==> src/rtl/round_robin_sel_if.sv <==
// Request/grant bundle between the requesters and the round-robin selector.
// With ARB_LOCK_EN defined the bundle also carries the lock input.
interface round_robin_sel_if;
    logic [3:0] req;
    logic [1:0] SEL;
    logic [3:0] grant;
    logic       valid;
    logic       new_grant;
`ifdef ARB_LOCK_EN
    logic       lock;

    modport master (output req, output lock, input SEL, input grant, input valid, input new_grant);
    modport slave  (input req, input lock, output SEL, output grant, output valid, output new_grant);
`else
    modport master (output req, input SEL, input grant, input valid, input new_grant);
    modport slave  (input req, output SEL, output grant, output valid, output new_grant);
`endif
endinterface

==> src/rtl/round_robin_sel.sv <==
// Round-robin selector driving the 4:1 router select with bounded grant hold.
// Optional feature macro ARB_LOCK_EN adds a lock input that suppresses hold expiry.
module round_robin_sel #(
    parameter int HOLD_CYCLES = 4,
    parameter int CNT_W       = 8
) (
    input  logic             clock,
    input  logic             reset,
    round_robin_sel_if.slave bus
);

    localparam logic [CNT_W-1:0] HOLD_MAX = CNT_W'(HOLD_CYCLES - 1);

    typedef enum logic {IDLE, GRANT} state_t;

    state_t           state, state_d;
    logic [1:0]       sel_q, sel_d;
    logic [1:0]       last_q, last_d;
    logic [3:0]       grant_q, grant_d;
    logic             valid_q, valid_d;
    logic             new_q, new_d;
    logic [CNT_W-1:0] cnt_q, cnt_d;

    logic [1:0]       winner;
    logic [1:0]       cand;
    logic             found;
    logic             any_req;
    logic             lock_on;
    logic             hold_hit;
    logic             release_now;
    logic             start;

`ifdef ARB_LOCK_EN
    assign lock_on = bus.lock & valid_q;
`else
    assign lock_on = 1'b0;
`endif

    assign any_req     = |bus.req;
    assign hold_hit    = (cnt_q == HOLD_MAX) && !lock_on;
    assign release_now = hold_hit || !bus.req[last_q];

    // Scan last+1 .. last+4 (mod 4) so the current owner is considered last.
    always_comb begin
        winner = last_q;
        cand   = last_q;
        found  = 1'b0;
        for (int unsigned i = 1; i <= 4; i++) begin
            cand = last_q + 2'(i);
            if (!found && bus.req[cand]) begin
                winner = cand;
                found  = 1'b1;
            end
        end
    end

    always_ff @(posedge clock or posedge reset) begin
        if (reset) begin
            state   <= IDLE;
            sel_q   <= '0;
            grant_q <= '0;
            valid_q <= 1'b0;
            new_q   <= 1'b0;
            cnt_q   <= '0;
            last_q  <= 2'd3;
        end else begin
            state   <= state_d;
            sel_q   <= sel_d;
            grant_q <= grant_d;
            valid_q <= valid_d;
            new_q   <= new_d;
            cnt_q   <= cnt_d;
            last_q  <= last_d;
        end
    end

    always_comb begin
        state_d = state;
        case (state)
            IDLE:    if (any_req) state_d = GRANT;
            GRANT:   if (release_now && !any_req) state_d = IDLE;
            default: state_d = IDLE;
        endcase
    end

    always_comb begin
        sel_d   = sel_q;
        grant_d = grant_q;
        valid_d = valid_q;
        new_d   = 1'b0;
        cnt_d   = cnt_q;
        last_d  = last_q;
        start   = any_req && ((state == IDLE) || release_now);
        if (start) begin
            sel_d   = winner;
            grant_d = 4'b0001 << winner;
            valid_d = 1'b1;
            new_d   = 1'b1;
            cnt_d   = '0;
            last_d  = winner;
        end else if (state == GRANT && release_now) begin
            grant_d = '0;
            valid_d = 1'b0;
            cnt_d   = '0;
        end else if (state == GRANT) begin
            // Saturate so a locked grant releases on the first edge after unlock.
            cnt_d = (cnt_q == HOLD_MAX) ? cnt_q : cnt_q + CNT_W'(1);
        end
    end

    assign bus.SEL       = sel_q;
    assign bus.grant     = grant_q;
    assign bus.valid     = valid_q;
    assign bus.new_grant = new_q;

endmodule

==> src/flat_wrapper.sv <==
// flat-port wrapper written by rule: the top's interface ports become plain ports
module round_robin_sel_flat 
#(
    parameter int HOLD_CYCLES = 4,
    parameter int CNT_W       = 8
)
  (clock, reset, bus_req, bus_SEL, bus_grant, bus_valid, bus_new_grant);
  round_robin_sel_if bus_i ();
  input  logic clock;
  input  logic reset;
  input wire logic [$bits(bus_i.req)-1:0] bus_req;
  output wire logic [$bits(bus_i.SEL)-1:0] bus_SEL;
  output wire logic [$bits(bus_i.grant)-1:0] bus_grant;
  output wire logic [$bits(bus_i.valid)-1:0] bus_valid;
  output wire logic [$bits(bus_i.new_grant)-1:0] bus_new_grant;
  assign bus_i.req = bus_req;
  assign bus_SEL = bus_i.SEL;
  assign bus_grant = bus_i.grant;
  assign bus_valid = bus_i.valid;
  assign bus_new_grant = bus_i.new_grant;
  round_robin_sel #(.HOLD_CYCLES(HOLD_CYCLES), .CNT_W(CNT_W)) u_core (.clock(clock), .reset(reset), .bus(bus_i));
endmodule
==> config.mk <==
export PLATFORM = sky130hd
export DESIGN_NAME = round_robin_sel_flat
export DESIGN_NICKNAME = d
export VERILOG_FILES = /design/src/rtl/round_robin_sel_if.sv /design/src/rtl/round_robin_sel.sv /design/src/flat_wrapper.sv
export SDC_FILE = /design/constraint.sdc
export NUM_CORES = 1
export LEC_CHECK = 0
export CAP_MARGIN = 20
export CORE_MARGIN = 3
export CORE_UTILIZATION = 45
export CTS_CLUSTER_SIZE = 16
export DETAILED_ROUTE_END_ITERATION = 6
export PLACE_DENSITY = 0.67
export SYNTH_ARGS = -nofsm -noshare
export SYNTH_HDL_FRONTEND = slang
export SYNTH_SLANG_ARGS = --single-unit
==> constraint.sdc <==
create_clock -name clock -period 2.15 [get_ports clock]
set_input_delay 0.3225 -clock clock [delete_from_list [all_inputs] [get_ports clock]]
set_output_delay 0.3225 -clock clock [all_outputs]
set_load 0.02 [all_outputs]
## After elaboration in Yosys (flattened, before gate mapping)

Index checks and enable logic that the tools add are counted.

- Output and inout bits: 8
- Register bits: 19
- Logic and storage cells: 63

- Equality and inequality tests: 2
- Reduce and logical (&&, ||, !) cells: 17
- Shift-type cells: 1
- Multiplexer cells: 27
- Bitwise operators: 1
- Order comparisons: 4
- Add/sub/neg operators: 4

Operators by type and width:

| operator | number |
|---|---|
| 8-bit 2-to-1 mux | 4 |
| 2-bit by 3-bit < comparator with 1-bit output, second input constant | 4 |
| 1-bit 2-to-1 mux | 12 |
| 8-bit by 1-bit adder with 8-bit output, second input constant | 1 |
| 1-bit binary-select mux with 2-bit select | 4 |
| 8-bit by 2-bit == test with 1-bit output, second input constant | 1 |
| 2-bit 2-to-1 mux | 4 |
| 4-bit 2-to-1 mux | 2 |
| 1-bit logical AND | 6 |
| 1-bit logical NOT | 5 |
| 2-bit adder, second input constant | 2 |
| 4-bit OR reduction | 1 |
| 1-bit by 2-bit left shift with 4-bit output, first input constant | 1 |
| 3-bit != test, second input constant | 1 |
| 3-bit nonzero test | 1 |
| 2-bit by 1-bit adder with 2-bit output, second input constant | 1 |
| 1-bit logical OR | 2 |
| 1-bit case mux with 2 select lines | 1 |
| 2-bit AND reduction | 1 |
| 2-bit nonzero test | 1 |
| 1-bit inverter | 1 |

## Depth between registers and ports, before layout

Gate-level depths: netlist (run 1).

- Depth after elaboration: 15
- Gate-level depth with buffers: 6
- Depth with buffers taken out: 6

## Least setup slack after synthesis (run 1)

Ideal clock, no wire load.

- Path kind: register to register
- Start: reg u_core.last_q[1]
- End: reg u_core.sel_q[0] (netlist: u_core.bus.SEL[0])
- Slack: 0.388 ns
- Arrival: 1.637 ns
- Required time: 2.025 ns
- Setup time: 0.125 ns
- Cell stages (with the launch flop): 7
- Cells stage by stage: dfstp_2 > buf_6 > mux2_2 > o2bb2ai_2 > o21ai_2 > inv_2 > mux2_4

- Word-level cells in the longest chain between the ends: 13
- Elaborated cells on any way between the ends: 28
- Those cells by class: add/sub (3); mux (15); reduce/logical (10)

Ends and longest elaborated chain:

| element | line | source |
|---|---|---|
| from (decl) | round_robin_sel.sv:18 | `logic [1:0] last_q, last_d;` |
| from (signal assigned) | round_robin_sel.sv:73 | `last_q <= last_d;` |
| 2-bit by 1-bit adder with 2-bit output | round_robin_sel.sv:49 | `cand = last_q + 2'(i);` |
| 1-bit binary-select mux with 2-bit select | round_robin_sel.sv:50 | `if (!found && bus.req[cand]) begin` |
| 1-bit 2-to-1 mux (implied by the code) | round_robin_sel.sv:50 |  |
| 1-bit 2-to-1 mux | round_robin_sel.sv:50 |  |
| 1-bit logical NOT | round_robin_sel.sv:50 |  |
| 1-bit logical AND | round_robin_sel.sv:50 |  |
| 1-bit 2-to-1 mux | round_robin_sel.sv:50 |  |
| 1-bit logical NOT | round_robin_sel.sv:50 |  |
| 1-bit logical AND | round_robin_sel.sv:50 |  |
| 1-bit 2-to-1 mux | round_robin_sel.sv:50 |  |
| 1-bit logical NOT | round_robin_sel.sv:50 |  |
| 1-bit logical AND | round_robin_sel.sv:50 |  |
| 2-bit 2-to-1 mux | round_robin_sel.sv:50 |  |
| to (signal assigned) | round_robin_sel.sv:68 | `sel_q <= sel_d;` |
| to (decl) | round_robin_sel.sv:17 | `logic [1:0] sel_q, sel_d;` |

Several ways; a longest one is shown, not always the timed one. The select of a mux whose other input is x is not followed.
A chain may end at the register's enable or synchronous reset.

## Worst setup path after layout (run 1)

Same ends and word-level chain as after synthesis.

==> metrics.csv, run 1 <==
metric,value,unit
Peak VDD IR,833,µV
skew final,6.90,ps
crit path to,u_core.bus.SEL[0],
Fillers,167,
Hold WC Path Type,input pin to asynchronous set/reset pin,
status,completed,
CP Capture Type,register,
# port buffers,13,
hpwl dp,1.50,mm
antenna-violating nets left,0,
CTS tree,done,
drt wl/cell,13.2,µm
die width,54.0,µm
Fin. Hold Viols,0,
fmax,0.538,GHz
initial DRC count,24,
Mean Syn Cell Area,9.77,µm²
Setup Viol. Count Final,0,
CP Launch Point,u_core.last_q[1],
Total GRT Usage,16.1,%
Unique masters post-synth,38,
cts repair resizes,0,
Area Growth Syn to Fin,17.5,%
mapped cell area,1040,µm²
"commonest non-fill, non-tap cell in the layout",dfrtp_1,
Post-CTS Hold Buffers,0,
clk sink count,19,
Ys Warns,0,
Antenna diodes,0,
Final min period,1860,ps
Area contributors post-synth,"dfrtp_1 41%, dfstp_2 5.1%, o21ai_0 4.8%",
RSZ-0062 raised after global routing,false,
"Reg clk slew, reported paths",110,ps
Worst EP required,2330,ps
layout cells sized above 1,14.8,%
Lkg Pwr,0.510,nW
clock insertion delay at the later pin of the skew report,290,ps
initial antenna violation count,0,
total wire length,1.97,mm
sequential share of the synthesized area,46.1,%
number of setup buffers added after CTS,0,
P per Cell Area,1230,nW/µm²
Max clock buf depth,2,
Setup TNS Final,0,ps
leading area contributor after synthesis,dfrtp_1,
Yosys reg bits,19,
Async SR Flop Fraction,100,%
terminus of the critical flop-to-flop path,u_core.bus.SEL[0],
Clock Root Buffer,clkbuf_4,
max cap viols,0,
Synth top area share,41.1,%
GR Overflow Total,0,
Final Max Slew Viols,0,
Hold WS,424,ps
Setup crit start kind,register,
H-tree depth,1,
slew margin rel.,53.7,%
# nets final,130,
I/O Pins,14,
routed vias/inst,5.32,
most frequent cells in the layout,"17 x dfrtp_1, 13 x nand2_1, 13 x clkdlybuf4s50_1",
ys flop type,dfrtp_1,
drt pass-1 iters,4,
gp weighted congestion,0.775,
worst-margin pin slew,694,ps
number of synthesized flops with an enable pin,0,
FF-to-FF Start,u_core.last_q[1],
Synth Instances,106,
vias in the first global route,753,
first-pass GRT wire length,3.38,mm
CTS Buf Count,3,
Final period util,86.4,%
Syn Nets,113,
CP max FO,9,
R2R Setup Slk,290,ps
crit path kind,register to register,
core area,2060,µm²
height of the die,54.0,µm
Die Area,2910,µm²
Via Count,792,
initial core utilization,50.2,%
critical path arrival,2040,ps
R2R cell count,5,
Rows,16,
largest net degree at the start of global routing,20,
DRC,0,
## per-layer routing
metal	share of wire (%)	vias to the layer above	global-route usage, %
met2	43	13	24.0
met4	1.2	0	7.05
met1	50	362	22.0
met5	0	-	0
li1	-	413	-
met3	5.3	4	4.16
## final cells by class
cell class	instances	area (µm²)	share of cell area, %
Clock buffer	4	26.3	2.16
Inverter	12	45.0	3.70
Multi-Input combinational cell	73	497	40.8
Sequential cell	19	478	39.3
Tap cell	27	33.8	2.77
Timing Repair Buffer	14	138	11.3
## cells by family after synthesis
kind of cell	synth area share, %
DFF	46.1
buffers and inverters	5.92
adders and majority gates	1.21
and+or+nand+nor	19.2
AOI/OAI and AO/OA	19.9
xor gates and xnor gates	1.69
muxes	5.92
## power by group
part           total [mW]  switching (mW)  internal, mW
combinational       0.738           0.384         0.353
sequential          0.585           0.102         0.483
clock               0.178           0.106        0.0721
total                1.50           0.592         0.908
## worst min-delay path by stage
stage,start,endpoint,cells past startpoint
finish,reset,u_core.cnt_q[2],2
CTS,reset,u_core.cnt_q[2],2
detailed placement,u_core.cnt_q[1],u_core.cnt_q[1],2
global placement,u_core.cnt_q[1],u_core.cnt_q[1],2
floorplan,reset,u_core.bus.SEL[0],1
global route,reset,u_core.bus.grant[2],2
## synthesized netlist by cell type (all sizes together) (2+ instances only)
library cell	number
o32ai	2
o22ai	2
xnor2	2
mux2	3
dfstp	2
nor3	6
a21o	2
buf	2
dfrtp	17
nand2	13
inv	12
nand3	3
o21ai	11
o211ai	2
nor2	4
a21oi	4
mux2i	2
nand2b	3
## state kept, by name, summed over array words and instances, names as in the netlist
name,cells
u_core.bus.SEL,2
u_core.bus.grant,4
u_core.bus.new_grant,1
u_core.bus.valid,1
u_core.cnt_q,8
u_core.last_q,2
u_core.state,1
## critical path, stage by stage (launching register included)
cell       delay (ps)
dfstp_2           630
mux2_2            390
o2bb2ai_2         190
o21ai_2           130
inv_2             120
mux2_4            300
## per-stage QoR
step / instances / setup WS, ps / cell area (µm²) / util [%] / total power [mW]
finish: 149 / 292 / 1220 / 59.0 / 1.50
floorplan: 106 / 388 / 1040 / - / 1.11
global route: 149 / 173 / 1220 / 59.0 / 1.63
CTS: 149 / 293 / 1220 / 59.0 / 1.51
global placement: 145 / 146 / 1190 / 57.8 / 1.32
detailed placement: 145 / 136 / 1190 / 57.8 / 1.33
(Power assumes the default switching activity.)
==> run 2, diff against run 1 <==
CORE_ASPECT_RATIO = 1.2   (was unset)
==> run 2 against run 1 <==
Against the previous run:
- via count is 0.88% higher
- wire length is 2.1% higher
- sequential power is 0.7% higher
- maximum frequency is 0.34% lower
- design area is 1.2% higher
- worst setup slack worse by 6.3 ps
- highest routed layer unchanged
==> metrics.csv, run 2 (synthesized netlist as in run 1, its figures left out) <==
metric,value,unit,change
worst-margin pin slew,712,ps,+17.7 ps
Final period util,86.7,%,+0.29 points
initial core utilization,48.9,%,-1.3 points
Fin. Hold Viols,0,,unchanged
core area,2120,µm²,+2.7%
H-tree depth,1,,unchanged
most frequent cells in the layout,"17 x dfrtp_1, 13 x nand2_1, 13 x clkdlybuf4s50_1",,
CTS Buf Count,3,,unchanged
Setup crit start kind,register,,
initial DRC count,14,,-42%
Rows,18,,+2
Hold WC Path Type,input pin to asynchronous set/reset pin,,
Psw,598,µW,+0.98%
Post-CTS Hold Buffers,0,,unchanged
cts repair resizes,0,,unchanged
I/O Pins,14,,unchanged
CP Cell Sequence,"mux2_2, o2bb2ai_2, o21ai_2, inv_2, mux2_4",,
Clock Root Buffer,clkbuf_4,,
sequential power share,38.9,%,about the same
clock insertion delay at the later pin of the skew report,300,ps,about the same
GR Overflow Total,0,,unchanged
routed vias/inst,5.22,,-1.8%
hpwl dp,1.54,mm,+2.6%
Final min period,1860,ps,+6.29 ps
Total GRT Usage,15.7,%,-0.37 points
fmax,0.536,GHz,-0.34%
Crit. path cell count,5,,unchanged
Worst EP required,2350,ps,+20 ps
Multi-input gate area,497,µm²,unchanged
CP Capture Type,register,,
Via Count,799,,+0.88%
Peak VDD IR,604,µV,-27%
CP max FO,9,,unchanged
die width,49.8,µm,-7.7%
R2R cell count,5,,unchanged
Setup Viol. Count Final,0,,unchanged
skew final,3.86,ps,-3.03 ps
Design Power,1.52,mW,+1.0%
# nets final,131,,+0.77%
Largest Register,u_core.cnt_q,,
drt pass-1 iters,4,,unchanged
first-pass GRT wire length,3.55,mm,+5.1%
Max clock buf depth,2,,unchanged
CP max-delay cell,dfstp_2,,
internal power,917,µW,+1.0%
slew margin rel.,52.5,%,-1.2 points
# port buffers,13,,unchanged
"Reg clk slew, reported paths",120,ps,about the same
critical path arrival,2060,ps,+20 ps
Register Area,478,µm²,unchanged
"commonest non-fill, non-tap cell in the layout",dfrtp_1,,
Lkg Pwr,0.513,nW,+0.67%
initial antenna violation count,0,,unchanged
status,completed,,
DRC,0,,unchanged
"delay-heaviest family, CP",multiplexers,,
power share of the combinational group,48.7,%,-0.5 points
Hold WS,425,ps,+0.991 ps
Switching Fraction,39.5,%,about the same
Antenna diodes,0,,unchanged
gp weighted congestion,0.801,,+3.4%
Fillers,211,,+26%
crit path kind,register to register,,
clk sink count,19,,unchanged
drt wl/cell,13.2,µm,-0.59%
largest net degree at the start of global routing,20,,unchanged
number of setup buffers added after CTS,0,,unchanged
height of the die,58.6,µm,+8.5%
P per Cell Area,1230,nW/µm²,-0.23%
Setup TNS Final,0,ps,unchanged
layout cells sized above 1,16.3,%,+1.5 points
worst path bufs/invs,1,,unchanged
RSZ-0062 raised after global routing,false,,
vias in the first global route,785,,+4.2%
total wire length,2.01,mm,+2.1%
max cap viols,0,,unchanged
max FFs per register,8,,unchanged
Area Growth Syn to Fin,19.0,%,
CP max stage delay,640,ps,about the same
Final Max Slew Viols,0,,unchanged
CTS tree,done,,
antenna-violating nets left,0,,unchanged
Clk pwr share,12.4,%,+0.6 points
Die Area,2920,µm²,about the same
## run 2: final timing paths
path	startpoint	endpoint	slack (ps)
max	u_core.last_q[1]	u_core.bus.SEL[0]	290
min	reset	u_core.bus.SEL[1]	430
max reg2reg	u_core.last_q[1]	u_core.bus.SEL[0]	290
min reg2reg	u_core.bus.grant[2]	u_core.bus.grant[2]	520
max in group asynchronous	reset	u_core.cnt_q[2]	1270
min in group clock	u_core.bus.grant[2]	u_core.bus.grant[2]	520
## run 2: power groups by stage
stage / Sequential [mW] / Clock [mW] / Combinational (mW)
final: 0.589 / 0.188 / 0.738
after global routing: 0.611 / 0.212 / 0.823
after CTS: 0.590 / 0.196 / 0.748
after detailed placement: 0.598 / 0 / 0.745
after global placement: 0.590 / 0 / 0.743
after floorplan: 0.618 / 0 / 0.493
## run 2: area by class of cell
cell class                      instances  share of cell area [%]
Inverter                               12                    3.65
Tap cell                               30                    3.05
Multi-Input combinational cell         73                    40.3
Clock buffer                            3                    1.83
Clock inverter                          1                   0.609
Sequential cell                        19                    38.8
Timing Repair Buffer                   15                    11.8
## run 2: routing by layer
| layer | up-vias | share of wire, % | global-route usage (%) |
|---|---|---|---|
| met5 | - | 0 | 0 |
| met1 | 365 | 45 | 18.8 |
| met2 | 21 | 50 | 28.5 |
| met3 | 2 | 4.0 | 2.28 |
| li1 | 411 | - | - |
| met4 | 0 | 0.65 | 5.93 |
## run 2: through the flow
stage | instance area, µm² | utilization, % | setup slack [ps] | std cells
floorplan | 1040 | - | 388 | 106
global placement | 1200 | 56.8 | 117 | 149
detailed placement | 1200 | 56.8 | 134 | 149
CTS | 1230 | 58.2 | 276 | 153
global route | 1230 | 58.2 | 195 | 153
finish | 1230 | 58.2 | 286 | 153
==> run 3, diff against run 2 <==
CORE_UTILIZATION = 53   (was 45)
PLACE_DENSITY = 0.77   (was 0.67)
==> run 3 against run 2 <==
Against the previous run:
- clock skew rose by 6.4 ps
- design area fell by 1.5%
- sequential cell count did not move
- clock power fell by 3%
- worst setup slack got worse by 22 ps
- total power barely moved
- critical path type unchanged
==> metrics.csv, run 3 (synthesized netlist as in run 1, its figures left out) <==
metric,value,unit,change
status,completed,,
CP max stage delay,640,ps,about the same
max cap viols,0,,unchanged
"Worst Setup Slack, final",264,ps,-21.9 ps
skew final,10.2,ps,+6.39 ps
Setup TNS Final,0,ps,unchanged
initial core utilization,59.5,%,+11 points
drt pass-1 iters,4,,unchanged
gp weighted congestion,0.813,,+1.5%
Fillers,149,,-29%
max FFs per register,8,,unchanged
worst-margin pin slew,730,ps,+18.4 ps
initial DRC count,6,,-8
CTS Buf Count,3,,unchanged
hpwl dp,1.60,mm,+3.7%
Final period util,87.7,%,+1.0 points
GR Overflow Total,0,,unchanged
I/O Pins,14,,unchanged
Hold WS,423,ps,-2.15 ps
Antenna diodes,0,,unchanged
total wire length,2.09,mm,+4.0%
slew margin rel.,51.3,%,-1.2 points
vias in the first global route,792,,+0.89%
Register Area,478,µm²,unchanged
"Reg clk slew, reported paths",110,ps,about the same
CP Capture Type,register,,
Final min period,1890,ps,+21.9 ps
Largest Register,u_core.cnt_q,,
clock insertion delay at the later pin of the skew report,310,ps,about the same
Peak VDD IR,804,µV,+33%
Fin. Hold Viols,0,,unchanged
Rows,16,,-2
cts repair resizes,0,,unchanged
CTS tree,done,,
clk sink count,19,,unchanged
critical path arrival,2080,ps,+20 ps
CP Cell Sequence,"mux2_2, o2bb2ai_2, o21ai_2, inv_2, mux2_4",,
routed vias/inst,5.84,,+12%
first-pass GRT wire length,3.60,mm,+1.4%
# port buffers,13,,unchanged
die width,46.4,µm,-6.9%
RSZ-0062 raised after global routing,false,,
Clock Root Buffer,clkbuf_4,,
Post-CTS Hold Buffers,0,,unchanged
Setup crit start kind,register,,
CP max-delay cell,dfstp_2,,
core area,1740,µm²,-18%
"commonest non-fill, non-tap cell in the layout",dfrtp_1,,
Lkg Pwr,0.514,nW,+0.20%
Die Area,2520,µm²,-13%
fmax,0.530,GHz,-1.2%
Final Max Slew Viols,0,,unchanged
DP Worst Slack,14.2,ps,-120 ps
Via Count,823,,+3.0%
most frequent cells in the layout,"17 x dfrtp_1, 13 x nand2_1, 13 x clkdlybuf4s50_1",,
antenna-violating nets left,0,,unchanged
initial antenna violation count,0,,unchanged
largest net degree at the start of global routing,20,,unchanged
Final Core Density,69.7,%,+11 points
DRC,0,,unchanged
CP max FO,9,,unchanged
# nets final,131,,unchanged
Max clock buf depth,2,,unchanged
H-tree depth,1,,unchanged
Setup Viol. Count Final,0,,unchanged
layout cells sized above 1,15.4,%,-0.81 points
number of setup buffers added after CTS,0,,unchanged
Area Growth Syn to Fin,17.1,%,
height of the die,54.4,µm,-7.1%
crit path kind,register to register,,
Worst EP required,2340,ps,about the same
Total GRT Usage,20.4,%,+4.6 points
Multi-input gate area,497,µm²,unchanged
P per Cell Area,1250,nW/µm²,+1.6%
Hold WC Path Type,input pin to asynchronous set/reset pin,,
drt wl/cell,14.8,µm,+13%
-- run 3: cell types whose count changed in the layout (fill, tap and decap cells not counted) --
cell,delta
clkbuf_1,+1
clkinvlp_4,-1
-- run 3: final timing paths --
path | slack, ps | to | startpoint | cells past startpoint
max in group asynchronous | 1260 | u_core.cnt_q[2] | reset | 2
hold / removal | 420 | u_core.bus.grant[0] | reset | 2
setup reg to reg | 260 | u_core.bus.SEL[0] | u_core.last_q[1] | 5
min in group clock | 520 | u_core.cnt_q[0] | u_core.cnt_q[0] | 1
hold reg to reg | 520 | u_core.cnt_q[0] | u_core.cnt_q[0] | 1
setup / recovery | 260 | u_core.bus.SEL[0] | u_core.last_q[1] | 5
-- run 3: critical path: cells and delay by family, from the launching register on --
family / cells / cell delay (ps)
buffers and inverters: 1 / 110
AO/OA/AOI/OAI: 2 / 340
multiplexers: 2 / 690
flip-flops: 1 / 640
-- run 3: per-stage QoR --
| step | instances | power (mW) | instance area [µm²] |
|---|---|---|---|
| after floorplan | 106 | 1.11 | 1040 |
| after global placement | 137 | 1.33 | 1190 |
| after detailed placement | 137 | 1.34 | 1190 |
| after CTS | 141 | 1.53 | 1210 |
| after global routing | 141 | 1.63 | 1210 |
| final | 141 | 1.52 | 1210 |
-- run 3: layout make-up --
type	count	share of cell area, %
inverters	12	3.71
flip-flops and latches	19	39.4
clock buffers	4	2.16
well taps	18	1.86
repair buffers	15	12.0
multi-input cells	73	40.9
-- run 3: routing by layer --
metal / part of all wire (%) / track usage, %
met5: 0 / 0
met4: 1.7 / 9.48
met3: 5.1 / 4.93
met2: 51 / 32.8
met1: 42 / 25.4
-- run 3: where the power goes --
part | switching (mW) | internal (mW) | leakage [nW] | total (mW)
logic | 0.380 | 0.365 | 0.261 | 0.744
clock network | 0.109 | 0.0725 | 0.0150 | 0.182
registers | 0.107 | 0.483 | 0.238 | 0.589
total | 0.596 | 0.920 | 0.514 | 1.52
